**config.mk**
```make
export PLATFORM = sky130hd
export DESIGN_NAME = cache_bank_arbiter_flat
export DESIGN_NICKNAME = d
export VERILOG_FILES = /design/src/rtl/cache_bank_arbiter_pkg.sv /design/src/rtl/cache_bank_arbiter_if.sv /design/src/rtl/cache_bank_arbiter_bank_we_decode.sv /design/src/rtl/cache_bank_arbiter.sv /design/src/flat_wrapper.sv
export SDC_FILE = /design/constraint.sdc
export NUM_CORES = 1
export LEC_CHECK = 0
export BUFFER_PORTS_ARGS = -buffer_cell sky130_fd_sc_hd__buf_2
export CAP_MARGIN = 20
export CORE_MARGIN = 2
export CORE_UTILIZATION = 32
export DETAILED_ROUTE_END_ITERATION = 12
export MAX_ROUTING_LAYER = met4
export PLACE_DENSITY = 0.91
export SLEW_MARGIN = 20
export SYNTH_ARGS = -nofsm -noshare
export SYNTH_HDL_FRONTEND = slang
export SYNTH_SLANG_ARGS = --single-unit
```
**constraint.sdc**
```tcl
create_clock -name clk -period 1.8 [get_ports clk]
set_clock_uncertainty 0.2 [all_clocks]
set_input_delay 0 -clock clk [delete_from_list [all_inputs] [get_ports clk]]
set_output_delay 0 -clock clk [all_outputs]
set_load 0.005 [all_outputs]
```
**src/rtl/cache_bank_arbiter_pkg.sv**
```systemverilog
// cache_bank_arbiter_pkg: shared sizing constants and arbiter state encoding
// for the cache data-array bank arbiter.
//   CACHE_INDEX_AW : row index width (256 rows)
//   RAM_NUM        : byte-RAMs per bank
//   DATA_WIDTH     : word width
//   LINE_BEATS     : refill beats per line (one word per bank)
package cache_bank_arbiter_pkg;

  localparam int unsigned CACHE_INDEX_AW = 8;
  localparam int unsigned RAM_NUM        = 4;
  localparam int unsigned DATA_WIDTH     = 32;
  localparam int unsigned LINE_BEATS     = 4;

  typedef enum logic {
    ARB_IDLE   = 1'b0,
    ARB_REFILL = 1'b1
  } arb_state_e;

endpackage

```
**src/rtl/cache_bank_arbiter_if.sv**
```systemverilog
// cache_bank_arbiter_if: requester/bank-side signal bundle of the arbiter.
//   master modport : cache control FSM / refill buffer side (drives *_i)
//   slave modport  : arbiter side (drives grants, handshakes, bank controls)
// Signals: lookup read (rd_*), store-hit write (st_*), line refill (rf_*),
// and the shared bank index / byte write enables / write data (bank_*).
interface cache_bank_arbiter_if
  import cache_bank_arbiter_pkg::*;
#(
  parameter int unsigned IDX_W = CACHE_INDEX_AW,
  parameter int unsigned NBANK = LINE_BEATS,
  parameter int unsigned NBYTE = RAM_NUM,
  parameter int unsigned DW    = DATA_WIDTH
);

  logic                     rd_req_i;
  logic [IDX_W-1:0]         rd_idx_i;
  logic                     rd_gnt_o;

  logic                     st_valid_i;
  logic [IDX_W-1:0]         st_idx_i;
  logic [1:0]               st_bank_i;
  logic [NBYTE-1:0]         st_strb_i;
  logic [DW-1:0]            st_data_i;
  logic                     st_ready_o;

  logic                     rf_start_i;
  logic [IDX_W-1:0]         rf_idx_i;
  logic                     rf_valid_i;
  logic [DW-1:0]            rf_data_i;
  logic                     rf_ready_o;
  logic                     rf_done_o;

  logic [IDX_W-1:0]         bank_idx_o;
  logic [NBANK*NBYTE-1:0]   bank_we_o;
  logic [DW-1:0]            bank_wdata_o;

  modport master (
    output rd_req_i, rd_idx_i,
    output st_valid_i, st_idx_i, st_bank_i, st_strb_i, st_data_i,
    output rf_start_i, rf_idx_i, rf_valid_i, rf_data_i,
    input  rd_gnt_o, st_ready_o, rf_ready_o, rf_done_o,
    input  bank_idx_o, bank_we_o, bank_wdata_o
  );

  modport slave (
    input  rd_req_i, rd_idx_i,
    input  st_valid_i, st_idx_i, st_bank_i, st_strb_i, st_data_i,
    input  rf_start_i, rf_idx_i, rf_valid_i, rf_data_i,
    output rd_gnt_o, st_ready_o, rf_ready_o, rf_done_o,
    output bank_idx_o, bank_we_o, bank_wdata_o
  );

endinterface

```
**src/rtl/cache_bank_arbiter_bank_we_decode.sv**
```systemverilog
// bank_we_decode: expands (bank select, byte strobes, enable) into the
// flat per-bank byte write-enable vector; bank b owns bits
// [b*NBYTE +: NBYTE]. Only the selected bank sees the strobes.
//   sel  : bank select
//   strb : byte strobes for the selected bank
//   en   : write enable
//   we   : NBANK*NBYTE byte enables
module bank_we_decode #(
  parameter int unsigned NBANK = 4,
  parameter int unsigned NBYTE = 4
) (
  input  logic [$clog2(NBANK)-1:0] sel,
  input  logic [NBYTE-1:0]         strb,
  input  logic                     en,
  output logic [NBANK*NBYTE-1:0]   we
);

  localparam int unsigned SEL_W = $clog2(NBANK);

  always_comb begin
    we = '0;
    for (int unsigned b = 0; b < NBANK; b++) begin
      if (en && (sel == SEL_W'(b))) begin
        we[b*NBYTE +: NBYTE] = strb;
      end
    end
  end

endmodule

```
**src/rtl/cache_bank_arbiter.sv**
```systemverilog
// cache_bank_arbiter: shares the 4-bank x 4-byte-RAM cache data array among
// the pipeline lookup read, the store-hit word write and the 4-beat line
// refill. Owns the common bank index mux and the per-bank byte enables.
// Ports:
//   clk, rst_n : clock, asynchronous active-low reset
//   bus        : cache_bank_arbiter_if.slave (rd_*, st_*, rf_*, bank_*)
//   perf_st_stall_o / perf_rf_stall_o : saturating stall counters, present
//                only when CACHE_BANK_ARB_PERF_EN is defined
// Priority: read > refill start > store in IDLE; read > refill beat in
// REFILL. Outputs are combinational; only state, beat counter and the
// latched refill index are registered. Read data comes from the RAMs the
// cycle after rd_gnt_o and is not registered here.
module cache_bank_arbiter
  import cache_bank_arbiter_pkg::*;
#(
  parameter int unsigned IDX_W = CACHE_INDEX_AW,
  parameter int unsigned NBANK = LINE_BEATS,
  parameter int unsigned NBYTE = RAM_NUM,
  parameter int unsigned DW    = DATA_WIDTH
) (
  input  logic                 clk,
  input  logic                 rst_n,
  cache_bank_arbiter_if.slave  bus
`ifdef CACHE_BANK_ARB_PERF_EN
  ,
  output logic [31:0]          perf_st_stall_o,
  output logic [31:0]          perf_rf_stall_o
`endif
);

  localparam int unsigned BSEL_W = $clog2(NBANK);
  localparam int unsigned WE_W   = NBANK * NBYTE;

  arb_state_e         state;
  logic [BSEL_W-1:0]  cnt;
  logic [IDX_W-1:0]   rf_idx_q;

  logic               st_fire;
  logic               beat_fire;
  logic               rf_launch;
  logic               last_beat;
  logic [WE_W-1:0]    we_st;
  logic [WE_W-1:0]    we_rf;

  always_comb begin
    st_fire   = 1'b0;
    beat_fire = 1'b0;
    rf_launch = 1'b0;
    if (rst_n) begin
      case (state)
        ARB_IDLE: begin
          rf_launch = bus.rf_start_i;
          st_fire   = bus.st_valid_i & ~bus.rd_req_i & ~bus.rf_start_i;
        end
        ARB_REFILL: begin
          beat_fire = bus.rf_valid_i & ~bus.rd_req_i;
        end
        default: ;
      endcase
    end
  end

  assign last_beat = (cnt == BSEL_W'(NBANK - 1));

  bank_we_decode #(.NBANK(NBANK), .NBYTE(NBYTE)) u_we_st (
    .sel  (bus.st_bank_i[BSEL_W-1:0]),
    .strb (bus.st_strb_i),
    .en   (st_fire),
    .we   (we_st)
  );

  bank_we_decode #(.NBANK(NBANK), .NBYTE(NBYTE)) u_we_rf (
    .sel  (cnt),
    .strb ('1),
    .en   (beat_fire),
    .we   (we_rf)
  );

  always_comb begin
    bus.rd_gnt_o   = rst_n & bus.rd_req_i;
    bus.st_ready_o = st_fire;
    bus.rf_ready_o = rst_n & (state == ARB_REFILL) & ~bus.rd_req_i;
    bus.rf_done_o  = beat_fire & last_beat;
    bus.bank_we_o  = we_st | we_rf;

    bus.bank_idx_o   = '0;
    bus.bank_wdata_o = '0;
    if (rst_n && bus.rd_req_i) begin
      bus.bank_idx_o = bus.rd_idx_i;
    end else if (st_fire) begin
      bus.bank_idx_o   = bus.st_idx_i;
      bus.bank_wdata_o = bus.st_data_i;
    end else if (beat_fire) begin
      bus.bank_idx_o   = rf_idx_q;
      bus.bank_wdata_o = bus.rf_data_i;
    end
  end

  always_ff @(posedge clk or negedge rst_n) begin
    if (!rst_n) begin
      state    <= ARB_IDLE;
      cnt      <= '0;
      rf_idx_q <= '0;
    end else begin
      case (state)
        ARB_IDLE: begin
          if (rf_launch) begin
            state    <= ARB_REFILL;
            cnt      <= '0;
            rf_idx_q <= bus.rf_idx_i;
          end
        end
        ARB_REFILL: begin
          if (beat_fire) begin
            cnt <= cnt + 1'b1;
            if (last_beat) begin
              state <= ARB_IDLE;
            end
          end
        end
        default: state <= ARB_IDLE;
      endcase
    end
  end

`ifdef CACHE_BANK_ARB_PERF_EN
  always_ff @(posedge clk or negedge rst_n) begin
    if (!rst_n) begin
      perf_st_stall_o <= '0;
      perf_rf_stall_o <= '0;
    end else begin
      if (bus.st_valid_i && !st_fire && (perf_st_stall_o != '1)) begin
        perf_st_stall_o <= perf_st_stall_o + 32'd1;
      end
      if ((state == ARB_REFILL) && bus.rf_valid_i && bus.rd_req_i &&
          (perf_rf_stall_o != '1)) begin
        perf_rf_stall_o <= perf_rf_stall_o + 32'd1;
      end
    end
  end
`endif

endmodule

```
**src/flat_wrapper.sv**
```systemverilog
// flat-port wrapper written by rule: the top's interface ports become plain ports
module cache_bank_arbiter_flat import cache_bank_arbiter_pkg::*;
#(
  parameter int unsigned IDX_W = CACHE_INDEX_AW,
  parameter int unsigned NBANK = LINE_BEATS,
  parameter int unsigned NBYTE = RAM_NUM,
  parameter int unsigned DW    = DATA_WIDTH
)
  (clk, rst_n, bus_rd_req_i, bus_rd_idx_i, bus_st_valid_i, bus_st_idx_i, bus_st_bank_i, bus_st_strb_i, bus_st_data_i, bus_rf_start_i, bus_rf_idx_i, bus_rf_valid_i, bus_rf_data_i, bus_rd_gnt_o, bus_st_ready_o, bus_rf_ready_o, bus_rf_done_o, bus_bank_idx_o, bus_bank_we_o, bus_bank_wdata_o);
  cache_bank_arbiter_if #(.IDX_W(IDX_W), .NBANK(NBANK), .NBYTE(NBYTE), .DW(DW)) bus_i ();
  input  logic clk;
  input  logic rst_n;
  input wire logic [$bits(bus_i.rd_req_i)-1:0] bus_rd_req_i;
  input wire logic [$bits(bus_i.rd_idx_i)-1:0] bus_rd_idx_i;
  input wire logic [$bits(bus_i.st_valid_i)-1:0] bus_st_valid_i;
  input wire logic [$bits(bus_i.st_idx_i)-1:0] bus_st_idx_i;
  input wire logic [$bits(bus_i.st_bank_i)-1:0] bus_st_bank_i;
  input wire logic [$bits(bus_i.st_strb_i)-1:0] bus_st_strb_i;
  input wire logic [$bits(bus_i.st_data_i)-1:0] bus_st_data_i;
  input wire logic [$bits(bus_i.rf_start_i)-1:0] bus_rf_start_i;
  input wire logic [$bits(bus_i.rf_idx_i)-1:0] bus_rf_idx_i;
  input wire logic [$bits(bus_i.rf_valid_i)-1:0] bus_rf_valid_i;
  input wire logic [$bits(bus_i.rf_data_i)-1:0] bus_rf_data_i;
  output wire logic [$bits(bus_i.rd_gnt_o)-1:0] bus_rd_gnt_o;
  output wire logic [$bits(bus_i.st_ready_o)-1:0] bus_st_ready_o;
  output wire logic [$bits(bus_i.rf_ready_o)-1:0] bus_rf_ready_o;
  output wire logic [$bits(bus_i.rf_done_o)-1:0] bus_rf_done_o;
  output wire logic [$bits(bus_i.bank_idx_o)-1:0] bus_bank_idx_o;
  output wire logic [$bits(bus_i.bank_we_o)-1:0] bus_bank_we_o;
  output wire logic [$bits(bus_i.bank_wdata_o)-1:0] bus_bank_wdata_o;
  assign bus_i.rd_req_i = bus_rd_req_i;
  assign bus_i.rd_idx_i = bus_rd_idx_i;
  assign bus_i.st_valid_i = bus_st_valid_i;
  assign bus_i.st_idx_i = bus_st_idx_i;
  assign bus_i.st_bank_i = bus_st_bank_i;
  assign bus_i.st_strb_i = bus_st_strb_i;
  assign bus_i.st_data_i = bus_st_data_i;
  assign bus_i.rf_start_i = bus_rf_start_i;
  assign bus_i.rf_idx_i = bus_rf_idx_i;
  assign bus_i.rf_valid_i = bus_rf_valid_i;
  assign bus_i.rf_data_i = bus_rf_data_i;
  assign bus_rd_gnt_o = bus_i.rd_gnt_o;
  assign bus_st_ready_o = bus_i.st_ready_o;
  assign bus_rf_ready_o = bus_i.rf_ready_o;
  assign bus_rf_done_o = bus_i.rf_done_o;
  assign bus_bank_idx_o = bus_i.bank_idx_o;
  assign bus_bank_we_o = bus_i.bank_we_o;
  assign bus_bank_wdata_o = bus_i.bank_wdata_o;
  cache_bank_arbiter #(.IDX_W(IDX_W), .NBANK(NBANK), .NBYTE(NBYTE), .DW(DW)) u_core (.clk(clk), .rst_n(rst_n), .bus(bus_i));
endmodule
```
## Word level (Yosys, flattened, before mapping)

Cells that the tools add are included.

- Output and inout port bits: 60
- Input bits: 100
- Bits in registers: 11
- Logic and storage cells: 63

- Add/subtract/negate cells: 1
- Reduce and logical (&&, ||, !) cells: 13
- Equal/unequal tests: 8
- Bitwise gates (word level): 11
- Muxes and demuxes: 27

Operators by type and width:

| cell | number |
|---|---|
| 2-to-1 mux 32 bit | 3 |
| 2-to-1 mux 4 bit | 8 |
| 2-to-1 mux 8 bit | 3 |
| OR 16 bit | 1 |
| logical AND 1 bit | 9 |
| 2-to-1 mux 1 bit | 9 |
| equality test 2 bit (second input constant) | 4 |
| bitwise AND 1 bit | 7 |
| equality test 2 x 1 -> 1 bit (second input constant) | 2 |
| zero test 2 bit | 2 |
| 2-to-1 mux 2 bit | 2 |
| one-hot mux 2 bit (2 select lines) | 1 |
| AND reduction 2 bit | 2 |
| NOT 1 bit | 3 |
| adder 2 x 1 -> 2 bit (second input constant) | 1 |
| != test 2 x 1 -> 1 bit (second input constant) | 1 |
| != test 2 bit (second input constant) | 1 |
| one-hot mux 1 bit (2 select lines) | 1 |

## Depth between registers and ports, before layout

- Word-level depth: 8
- Mapped depth: 5
- Gate-level depth less buffers: 4

## By module

Synthesis repeated with hierarchy kept, for this count alone.

- Cell total of the unflattened synthesis: 149
- Area, all modules: 1471.4 um^2

By module, submodules not included:

| module | times used | area an instance (um^2) | cells an instance | sequential area each (um^2) |
|---|---|---|---|---|
| cache_bank_arbiter | 1 | 1073.5 | 111 | 275.3 |
| bank_we_decode | 2 | 198.9 | 19 | 0.0 |

## Worst setup path after synthesis

Ideal clock, no wire load.

- Kind: reg2reg
- From: reg u_core.state
- To: reg u_core.rf_idx_q[0]
- Clock period less this slack: 1391 ps
- Data arrival time: 1064 ps
- Library setup time: 128 ps
- Required time: 1472 ps
- Path slack: 409 ps
- Path buffers: 1
- Cell stages (with the launch flop): 4
- Path through: dfrtp_1 -> nand3b_1 -> buf_2 -> mux2_1

- Longest elaborated chain between the ends: 3
- Elaborated cells on any way between the ends: 4
- Those cells by class: mux (2); bitwise (1); reduce/logical (1)

Ends and longest elaborated chain:

| what | RTL line | source |
|---|---|---|
| from (decl) | cache_bank_arbiter.sv:34 | `arb_state_e state;` |
| from (signal assigned) | cache_bank_arbiter.sv:101 | `state <= ARB_IDLE;` |
| from (signal assigned) | cache_bank_arbiter.sv:108 | `state <= ARB_REFILL;` |
| from (signal assigned) | cache_bank_arbiter.sv:117 | `state <= ARB_IDLE;` |
| 2-to-1 mux 1 bit | cache_bank_arbiter.sv:50 | `case (state)` |
| 2-to-1 mux 1 bit | cache_bank_arbiter.sv:49 | `if (rst_n) begin` |
| AND reduction 2 bit (no line) * | - |  |
| to (signal assigned) | cache_bank_arbiter.sv:110 | `rf_idx_q <= bus.rf_idx_i;` |
| to (decl) | cache_bank_arbiter.sv:36 | `logic [IDX_W-1:0] rf_idx_q;` |

Every way passes the cells marked *; elsewhere a longest branch is shown, timed or not.
A chain may end at the register's enable or synchronous reset.

## Worst setup path in the final report

- From: reg u_core.state
- To: out bus_bank_idx_o[7]

- Longest elaborated chain between the ends: 5
- Elaborated cells on any way between the ends: 7
- Those cells by class: mux (7)

Ends and longest elaborated chain:

| what | RTL line | source |
|---|---|---|
| 2-to-1 mux 1 bit | cache_bank_arbiter.sv:50 |  |
| 2-to-1 mux 1 bit | cache_bank_arbiter.sv:49 |  |
| 2-to-1 mux 8 bit | cache_bank_arbiter.sv:93 | `end else if (beat_fire) begin` |
| 2-to-1 mux 8 bit * | cache_bank_arbiter.sv:90 | `end else if (st_fire) begin` |
| 2-to-1 mux 8 bit * | cache_bank_arbiter.sv:88 | `if (rst_n && bus.rd_req_i) begin` |
| to (decl) | flat_wrapper.sv:28 | `output wire logic [$bits(bus_i.bank_idx_o)-1:0] bus_bank_idx_o;` |

Marked as above.

==> flow_summary_export.csv <==
group,metric,value,unit
status,status,"complete, no violations",
setup_path,crit_path_cell_trace,"and4b_2 -> buf_6 -> a221o_1 -> buf_2",
setup_path,cp.arrival,1560,ps
placed_design,place.gp.congestion,0.761,
cts,clk_latency,240,ps
pwr,peakVddDrop,0.000643,V
sta,final_hold_viol_count,0,
cts,htreeDepth,1,
pwr,p_clk_share,17.9,%
grt,grt_overflow,0,
setup_path,slowest_stage,"dfrtp_2",
final_layout,final_cell_mix,"159 x buf_2, 32 x a22o_1, 12 x a32o_1, 11 x dlygate4sd3_1, 10 x dfrtp_1",
cts,cts.clk_slew.worst_paths,50,ps
yosys,synth_top_cell_area_share,23.1,%
sta,setup_slack,37.9,ps
detailed_routing,drc_errors,0,
setup_path,startpoint,"u_core.state",
detailed_routing,avgRoutedWirePerCell,13.5,um
grt,grt_pass1_vias,1429,
final_layout,final_common_cell,"buf_2",
cts,cts_setup_buffers,0,
cts,cts_sinks,11,
yosys,post_synth_inst_count,127,
detailed_routing,wirelength,4590,um
setup_path,rr_startpoint,"u_core.state",
grt,grt_max_degree,32,
sta,worst_slew_pin_slew,488,ps
sta,fin_crit_sh,97.9,%
floorplan,coreArea,3660,sq um
cts,cts_buffers,3,
floorplan,io_pins,160,
sta,fin_setup_tns,0,ps
floorplan,die_area,4290,sq um
yosys,syn-cell-area,1210,sq um
placed_design,port_buffers,159,
setup_path,cpPeakStageDelay,440,ps
final_layout,diodes,0,
yosys,ys_top_cells_by_area,"a22o_1 23%, dfrtp_1 23%, a32o_1 9.9%",
yosys,avgSynthCellArea,9.54,sq um
sta,max_slew_margin,67.4,%
sta,setup_viol,0,
yosys,synth_cell_types,26,
grt,grt_use_total,19.3,%
detailed_routing,dr.pass1.iters,4,
setup_path,critPathKind,"register to output pin",
run,drv_cap,0,
yosys,ys_seq_area_share,22.7,%
final_layout,fillers,337,
final_layout,drive_gt1_share,60.1,%
floorplan,die_h,65.5,um
cts,tritoncts,"done",
floorplan,rows,22,
floorplan,initial_core_util,33.1,%
placed_design,hpwl,3500,um
pwr,p_sw,0.000465,W
cts,cts_buffer_depth,2,
detailed_routing,viasPerCell,5.14,
grt,grt_pass1_wl,6350,um
placed_design,dp_slack,147,ps
setup_path,cp_max_fo,23,
setup_path,reg2reg_setup_slack,130,ps
yosys,ys_ff_latch,11,
hold_path,hold_class,"input port to register",
setup_path,end_kind,"output pin",
setup_path,worstSetupStartpointType,"register",
grt,antenna_found_initial,0,
pwr,netSwitchingFraction,34.4,%
detailed_routing,drtIter0Drc,58,
setup_path,crit_buf_inv,2,
yosys,synth_warnings,0,
sta,fmax,0.568,GHz
yosys,syn_nets,231,
pwr,p_leak,1.31,nW
hold_path,min_from,"bus_rd_req_i",
cts,clock-root-buffer,"clkbuf_8",
pwr,power_density,603,nW/um^2
pwr,p_int,0.000886,W
setup_path,cp.required,1600,ps
floorplan,die_w,65.5,um
detailed_routing,final_antenna_net_count,0,
detailed_routing,num_vias,1753,
final_layout,final_nets,398,
sta,period_minus_slack,1760,ps
sta,slew_viol_final,0,
yosys,yosysTopAreaCell,"a22o_1",
pwr,combPwrFrac,47.5,%
pwr,fin_total_pwr,0.00135,W
pwr,seqPwrFrac,34.6,%
final_layout,syn_to_final_growth,85.1,%
setup_path,critical_path.top_delay_family,"flip-flops",
sta,grt_setup_unrepaired,"yes",
## metal layers
metal	vias to the layer above	part of all wire, %	wire length, um	global-route usage, %
met1	812	37	1700	20.2
met5	-	0	0	-
li1	856	-	-	-
met4	0	0.74	34	6.25
met3	4	8.7	397	3.08
met2	81	54	2460	36.7
## cell families after synthesis
family / Yosys count / share of synthesized area (%)
mux: 8 / 7.44
fa+ha+maj: 4 / 4.13
compound gates: 58 / 42.6
buf+inv: 18 / 8.37
flops: 11 / 22.7
simple gates: 28 / 14.8
## worst register-to-register path: stages, from the launching register on
cell and delay (ps):
dfrtp_2 440, nand3b_1 450, mux2_1 460
## Yosys cell counts (all sizes together)
library cell and n:
ha 4, a32o 12, nor2b 2, a22o 32, nor2 2, nand4b 1, dfrtp 11, a221o 8
clkbuf 2, o21ai 5, a21bo 1, buf 12, nand2 2, and3 8, nand3b 1, and2 2
mux2 8, nand3 8, and4b 1, inv 4, and2b 1
## per-stage QoR
step                      utilization [%]  hold slack, ps  area, sq um  std cells
after floorplan                         -            -496         1210        127
after global placement               55.9            -373         2050        325
after detailed placement             55.9            -371         2050        325
after CTS                            60.4            45.0         2210        340
after global routing                 61.2            73.9         2240        341
final                                61.2            50.3         2240        341
## cell type report
type / count / area [sq um] / share of cell area [%]
clock buffer: 4 / 45.0 / 2.01
sequential: 11 / 277 / 12.3
tap: 48 / 60.1 / 2.68
multi-input combinational: 98 / 841 / 37.5
inverter: 4 / 22.5 / 1.00
timing repair buffer: 176 / 997 / 44.5
## flip-flops by register name, summed over array words and instances, names as in the netlist
signal / cells
u_core.state: 1
u_core.cnt: 2
u_core.rf_idx_q: 8
## final timing paths
kind / endpoint / depth (start not counted)
max in group asynchronous: u_core.state / 3
min reg2reg: u_core.rf_idx_q[4] / 1
max reg2reg: u_core.rf_idx_q[1] / 2
max: bus_bank_idx_o[7] / 4
min in group asynchronous: u_core.rf_idx_q[5] / 3
min: u_core.cnt[0] / 3
## repair_timing
item / CTS / global route
resized for setup: 3 / 3
pin swaps: 0 / 1
setup endpoints to repair: 39 / 39
hold endpoints to repair: 21 / 0
hold buffers: 11 / 0
cloned: 0 / 1
## power groups by stage
stage | sequential, W | combinational [W] | clock (W)
5_1_grt | 0.000476 | 0.000708 | 0.000268
2_1_floorplan | 0.000431 | 0.000352 | 0
3_3_place_gp | 0.000455 | 0.000595 | 0
4_1_cts | 0.000461 | 0.000637 | 0.000247
6_report | 0.000467 | 0.000642 | 0.000242
3_5_place_dp | 0.000459 | 0.000614 | 0
Power figures use the tool's default switching activity.
